--- config.mk ---
export PLATFORM = sky130hd
export DESIGN_NAME = sprite_rom_arbiter
export DESIGN_NICKNAME = d
export VERILOG_FILES = /design/src/rtl/sprite_rom_arbiter.sv
export SDC_FILE = /design/constraint.sdc
export NUM_CORES = 1
export LEC_CHECK = 0
export ABC_AREA = 1
export CORE_MARGIN = 5
export CORE_UTILIZATION = 39
export DETAILED_ROUTE_END_ITERATION = 6
export PLACE_DENSITY = 0.77
export SKIP_LAST_GASP = 1
export SLEW_MARGIN = 10
export SYNTH_ARGS = -nofsm -noshare
export SYNTH_HDL_FRONTEND = slang
export SYNTH_SLANG_ARGS = --single-unit
export TNS_END_PERCENT = 100
--- constraint.sdc ---
create_clock -name vga_clk -period 1.73 [get_ports vga_clk]
set_input_delay 0.346 -clock vga_clk [delete_from_list [all_inputs] [get_ports vga_clk]]
set_output_delay 0.346 -clock vga_clk [all_outputs]
set_load 0.005 [all_outputs]
--- src/rtl/sprite_rom_arbiter.sv ---
// Round-robin arbiter sharing one registered-address sprite ROM port among NUM_REQ fetch units,
// with an optional per-requester burst lock and ID-tagged responses two cycles after acceptance.
module sprite_rom_arbiter #(
    parameter int NUM_REQ = 4,
    parameter int ADDR_W  = 9,
    parameter int DATA_W  = 2,
    parameter int ID_W    = $clog2(NUM_REQ)
) (
    input  logic                      vga_clk,
    input  logic                      reset,
    input  logic [NUM_REQ-1:0]        req_valid,
    input  logic [NUM_REQ-1:0]        req_lock,
    input  logic [NUM_REQ*ADDR_W-1:0] req_addr,
    output logic [NUM_REQ-1:0]        req_ready,
    output logic [ADDR_W-1:0]         rom_address,
    input  logic [DATA_W-1:0]         rom_q,
    output logic                      rsp_valid,
    output logic [ID_W-1:0]           rsp_id,
    output logic [DATA_W-1:0]         rsp_data
);

    logic [ID_W-1:0]   r_ptr;
    logic              r_lock_v;
    logic [ID_W-1:0]   r_lock_id;
    logic              r_tag1_v;
    logic [ID_W-1:0]   r_tag1_id;
    logic              r_tag2_v;
    logic [ID_W-1:0]   r_tag2_id;
    logic [ADDR_W-1:0] r_rom_address;
    logic              r_rsp_valid;
    logic [ID_W-1:0]   r_rsp_id;
    logic [DATA_W-1:0] r_rsp_data;

    logic              w_grant_v;
    logic [ID_W-1:0]   w_grant_id;
    logic [ID_W-1:0]   w_ptr_next;
    logic [ADDR_W-1:0] w_grant_addr;

    // Explicit compare-and-subtract wrap keeps non-power-of-2 NUM_REQ correct.
    function automatic logic [ID_W-1:0] wrap_idx(input logic [ID_W-1:0] base, input int off);
        int sum;
        sum = int'(base) + off;
        if (sum > NUM_REQ - 1) begin
            sum = sum - NUM_REQ;
        end
        return ID_W'(sum);
    endfunction

    always_comb begin
        // NOTE: every comb output gets a default first so no path leaves it unassigned (no latch).
        w_grant_v  = 1'b0;
        w_grant_id = '0;
        if (r_lock_v && req_valid[r_lock_id]) begin
            w_grant_v  = 1'b1;
            w_grant_id = r_lock_id;
        end else begin
            // Scan from the far end so the candidate closest to r_ptr is written last and wins.
            for (int off = NUM_REQ - 1; off >= 0; off--) begin
                if (req_valid[wrap_idx(r_ptr, off)]) begin
                    w_grant_v  = 1'b1;
                    w_grant_id = wrap_idx(r_ptr, off);
                end
            end
        end
        if (reset) begin
            w_grant_v = 1'b0;
        end
    end

    assign w_ptr_next   = (w_grant_id == ID_W'(NUM_REQ - 1)) ? '0 : w_grant_id + ID_W'(1);
    assign w_grant_addr = req_addr[int'(w_grant_id)*ADDR_W +: ADDR_W];
    assign req_ready    = w_grant_v ? (NUM_REQ'(1) << w_grant_id) : '0;

    // Arbitration state: pointer, lock owner and the registered ROM address.
    always_ff @(posedge vga_clk) begin
        if (reset) begin
            r_ptr         <= '0;
            r_lock_v      <= 1'b0;
            r_lock_id     <= '0;
            r_rom_address <= '0;
        end else if (w_grant_v) begin
            // NOTE: sequential state uses non-blocking assignments so all registers update together.
            r_ptr         <= w_ptr_next;
            r_lock_v      <= req_lock[w_grant_id];
            r_lock_id     <= w_grant_id;
            r_rom_address <= w_grant_addr;
        end else begin
            r_lock_v      <= 1'b0;
        end
    end

    // Tag pipeline tracks the ROM's one-cycle address register; an idle cycle inserts v=0.
    always_ff @(posedge vga_clk) begin
        if (reset) begin
            r_tag1_v    <= 1'b0;
            r_tag1_id   <= '0;
            r_tag2_v    <= 1'b0;
            r_tag2_id   <= '0;
            r_rsp_valid <= 1'b0;
            r_rsp_id    <= '0;
            r_rsp_data  <= '0;
        end else begin
            r_tag1_v    <= w_grant_v;
            r_tag1_id   <= w_grant_id;
            r_tag2_v    <= r_tag1_v;
            r_tag2_id   <= r_tag1_id;
            r_rsp_valid <= r_tag2_v;
            if (r_tag2_v) begin
                r_rsp_id   <= r_tag2_id;
                r_rsp_data <= rom_q;
            end
        end
    end

    assign rom_address = r_rom_address;
    assign rsp_valid   = r_rsp_valid;
    assign rsp_id      = r_rsp_id;
    assign rsp_data    = r_rsp_data;

endmodule

# After elaboration in Yosys (flattened, before gate mapping)
# Cells that the tools add are included.
# Widths: inputs -> output; s select.
[op_classes]
bitwise_logic = 1
n_reduce_logical = 2
n_eq_ne = 1
n_addsub = 8
n_lt_le_gt_ge = 10
n_mul = 1
mux = 33
n_shift = 2
[ops]
columns = ["cell", "n"]
rows = [
  ["$shiftx 36x7->9", 1],
  ["$mux 2", 14],
  ["$lt 2x3->1 const B", 6],
  ["$bmux 1 s2", 6],
  ["$mux 1", 12],
  ["$gt 3x2->1 const B", 3],
  ["$sub 2x1->2 const B", 4],
  ["$add 2x2->3 const B", 2],
  ["$mul 2x4->6 const B", 1],
  ["$mux 4", 1],
  ["$shl 1x2->4 const A", 1],
  ["$add 2x1->3 const B", 1],
  ["$add 2x1->2 const B", 1],
  ["$eq 2x2->1 const B", 1],
  ["$gt 2x2->1 const B", 1],
  ["$reduce_or 2->1", 1],
  ["$logic_and 1x1->1", 1],
  ["$not 1->1", 1],
]
[totals]
regBits = 25
inputBits = 48

# Depth between registers and ports, before layout
[logic_depth]
word_depth = 14
mapped_depth = 16
depth_no_buf = 14

# Least setup slack after synthesis
# OpenSTA, ideal clock, no wires.
[synth_path]
path_type = "reg-to-output"
startpoint = "reg r_ptr[0]"
endpoint = "out req_ready[3]"
arrival_ns = 1.468
path_slack_ns = -0.084
stages_incl_launch_ff = 14
required_time_ns = 1.384
path_cell_list = "dfxtp_1 buf_6 inv_2 nand2_2 nand3_1 nand2_1 nand3_2 a21oi_2 nand2_2 nand2_2 buf_6 ha_1 inv_1 nor2_1"
[synth_via]
elab_chain_cells = 13
elab_cells_between_ends = 40
[synth_rtl]
columns = ["element", "line", "rtl"]
rows = [
  ["start, declared", "22", "logic [ID_W-1:0] r_ptr;"],
  ["start signal, assigned", "83", "r_ptr <= w_ptr_next;"],
  ["$add 2x2->3", "42", "sum = int'(base) + off;"],
  ["$gt 3x2->1 / $sub 2x1->2 (equally long branches)", "43, 44", ""],
  ["$mux 2", "43", "if (sum > NUM_REQ - 1) begin"],
  ["$mux 2", "53", "if (r_lock_v && req_valid[r_lock_id]) begin"],
  ["$bmux 1 s2", "59", "if (req_valid[wrap_idx(r_ptr, off)]) begin"],
  ["$mux 1 (not written as such)", "59", ""],
  ["$mux 2 / $mux 1 (equally long branches) (4 in a row)", "59", ""],
  ["$mux 2 / $mux 1 (equally long branches)", "53", ""],
  ["$shl 1x2->4 / $mux 1 (equally long branches)", "72, 65", ""],
  ["$mux 4 *", "72", "assign req_ready = w_grant_v ? (NUM_REQ'(1) << w_grant_id) : '0;"],
  ["end, declared", "14", "output logic [NUM_REQ-1:0] req_ready,"],
]
# Every way passes the cells marked *; elsewhere a longest branch is shown, timed or not. The select of a mux whose other input is x is not followed.

# Worst setup path in the final report
# Ends and elaborated chain as after synthesis.

==> results.tsv <==
metric	value	unit
Post-Synthesis Cells	270	
clk root buf	clkbuf_8	
post-DP HPWL	3490	µm
largest net degree at the start of global routing	21	
die width	73.6	µm
routed wire length	4880	µm
top post-synthesis cells by area	dfxtp_1 32%, nand2_1 19%, nand3_1 15%, inv_1 13%, nor2_1 5.2%	
Placer Congestion	0.854	
clock-pin transition on the worst setup and hold timing paths	90	ps
failing checks	setup timing	
post-synthesis register bit count	25	
Req. time, crit path	1380	ps
Yosys top cell by area	dfxtp_1	
worst slew pin tran	235	ps
DRT antenna net count	0	
sequential share of the synthesized area	0.317	
clock tree sinks	25	
Setup violations, final	16	
WL/cell	12.0	µm
Hold Vio Cnt, Final	0	
non-filler cells, final	407	
synth warn	0	
reg2reg path depth	15	
crit share post-route	1.30	
Die ar.	5420	µm²
number of fill cells	356	
Post-Route Utilization	0.668	
Arr. time, crit path	1900	ps
fin crit period	2240	ps
vias per cell	4.62	
Yosys top cell area share	0.317	
Max clock buf depth	2	
Pre-antenna DRT Iters	5	
total core area	3970	µm²
RSZ-0062 raised after global routing	true	
Vias	1881	
CTS Buf Count	3	
Power Density	1670	nW/µm²
post-placement cell area	2430	µm²
Worst-Skew Late Latency	280	ps
drt drc	0	
PnR worst setup slack	-512	ps
Yosys cell types	21	
status	finished with violations	
worst vdd ir	0.615	mV
Post-synth EDFFs	0	
# rows	23	
top post-synthesis cells by count	82 x nand2_1, 55 x inv_1, 48 x nand3_1, 25 x dfxtp_1, 22 x nor2_1	
Placement Setup Slack	-910	ps
port bufs	65	
Hold/Removal Path Class	flip-flop to flip-flop	
area of the mapped netlist	1580	µm²
total power	4.44	mW
grt ovf	0	
I/O pin count	66	
layout cells sized above 1	0.218	
H-tree depth	1	
reg2reg setup slack	-220	ps
crit path launch type	flip-flop	
Most used DFF post-synth	dfxtp_1	
antenna cells	0	
Worst Skew	6.34	ps
CP Capture Type	output pin	
most frequent cell after synthesis	nand2_1	
LEAKAGE	1.38	nW
Synth Area per Inst	5.85	µm²
f_max	0.446	GHz
# Max-Cap Violations	0	
Slew Limit Fails	0	
hold depth	2	
Post-Place Cells	395	
Synth async-reset ratio	0	
vias in the first global route	1767	
CTS tree	yes	
Die H	73.6	µm
initial core utilization	0.398	
CP Max Fanout	6	
nets@finish	407	
first-pass GRT wire length	7430	µm
Final Cell Area	2650	µm²
CP Class	flip-flop to output pin	
syn_nets	319	
all-layer global routing usage	0.173	
initial antenna violation count	0	
Area Overhead vs Synth	68.1	%
drt first-iter violations	117	
relative slew slack	0.842	
-- power by group --
group	switching, mW	internal [mW]
Clock	0.200	0.164
Combinational	1.64	1.51
Sequential	0.142	0.780
-- per-layer routing --
metal  global-route usage  wire (µm)  vias up
met5                    0          0        -
li1                     -          -      983
met2                0.304       2350       74
met1                0.207       2000      818
met3               0.0465        474        6
met4               0.0423         59        0
-- final cells by class --
class                      instances  area (µm²)  share of cell area
timing repair buffer              94         886               0.334
clock inverter                     1        7.51             0.00283
clock buffer                       3        41.3              0.0156
inverter                          58         223              0.0839
sequential                        25         507               0.191
tap                               50        62.6              0.0236
multi-input combinational        176         927               0.349
-- stage by stage --
stage / setup TNS [ps] / hold slack [ps]
2_1_floorplan: -33.3 / 388
3_3_place_gp: -9210 / 393
3_5_place_dp: -9840 / 398
4_1_cts: -2640 / 411
5_1_grt: -5980 / 417
6_report: -4020 / 411
-- sequential cells by signal, summed over array words and instances, names as in the netlist --
signal       count
r_lock_id        2
r_tag2_v         1
rsp_id           2
rsp_valid        1
rom_address      9
r_tag1_id        2
r_tag2_id        2
rsp_data         2
r_ptr            2
r_lock_v         1
r_tag1_v         1
-- cell families (layout without fill, tap and decap cells) --
group | after synthesis | count (layout) | synth area share
XOR/XNOR | 1 | 1 | 0.00555
AND/OR/NAND/NOR | 161 | 161 | 0.439
adder cells (fa/ha/maj) | 1 | 1 | 0.00792
flip-flops | 25 | 25 | 0.317
AO/OA/AOI/OAI | 13 | 13 | 0.0483
buffers and inverters | 69 | 156 | 0.182
-- repair_timing --
action,4_1_cts,5_1_grt
endpoints found under the setup margin,16,16
pin swaps,19,9
buffers inserted,5,4
hold buffers,0,0
gates resized for setup,37,16
-- critical path, stage by stage (launching register included) --
cell	delay (ps)
dfxtp_4	390
buf_6	140
o21ai_4	190
nand2_2	100
nand3_2	80
nand2_1	70
nand2_1	80
nand2_2	60
buf_6	130
nand2_8	60
ha_4	120
inv_2	30
nor2_2	50
buf_2	110
-- path summary, 6_finish.rpt --
path / from / to
worst max register to register: r_ptr[0] / rom_address[0]
worst max-delay path: r_ptr[0] / req_ready[3]
worst min-delay path: r_tag1_v / r_tag2_v
worst min register to register: r_tag1_v / r_tag2_v
-- cells in the final DEF (no fill, tap or decap) --
master,count
inv_1,50
dfxtp_2,2
nand3b_1,2
inv_6,1
clkdlybuf4s15_2,1
o21ai_4,2
ha_4,1
buf_2,2
buf_4,23
a21oi_1,1
nand3_2,6
buf_12,1
dfxtp_1,22
clkinvlp_4,1
buf_6,5
clkdlybuf4s15_1,1
nand2_2,9
clkdlybuf4s50_1,57
nor2_1,17
nand2_1,73
nand2_4,4
xnor2_1,1
nor2_2,6
o22ai_1,1
inv_2,7
a21boi_4,1
nand2_8,1
dfxtp_4,1
a21oi_2,1
nand3_1,43
dlygate4sd2_1,4
o21ai_0,7
clkbuf_8,3
No activity file was read; power rests on OpenSTA's default activity.
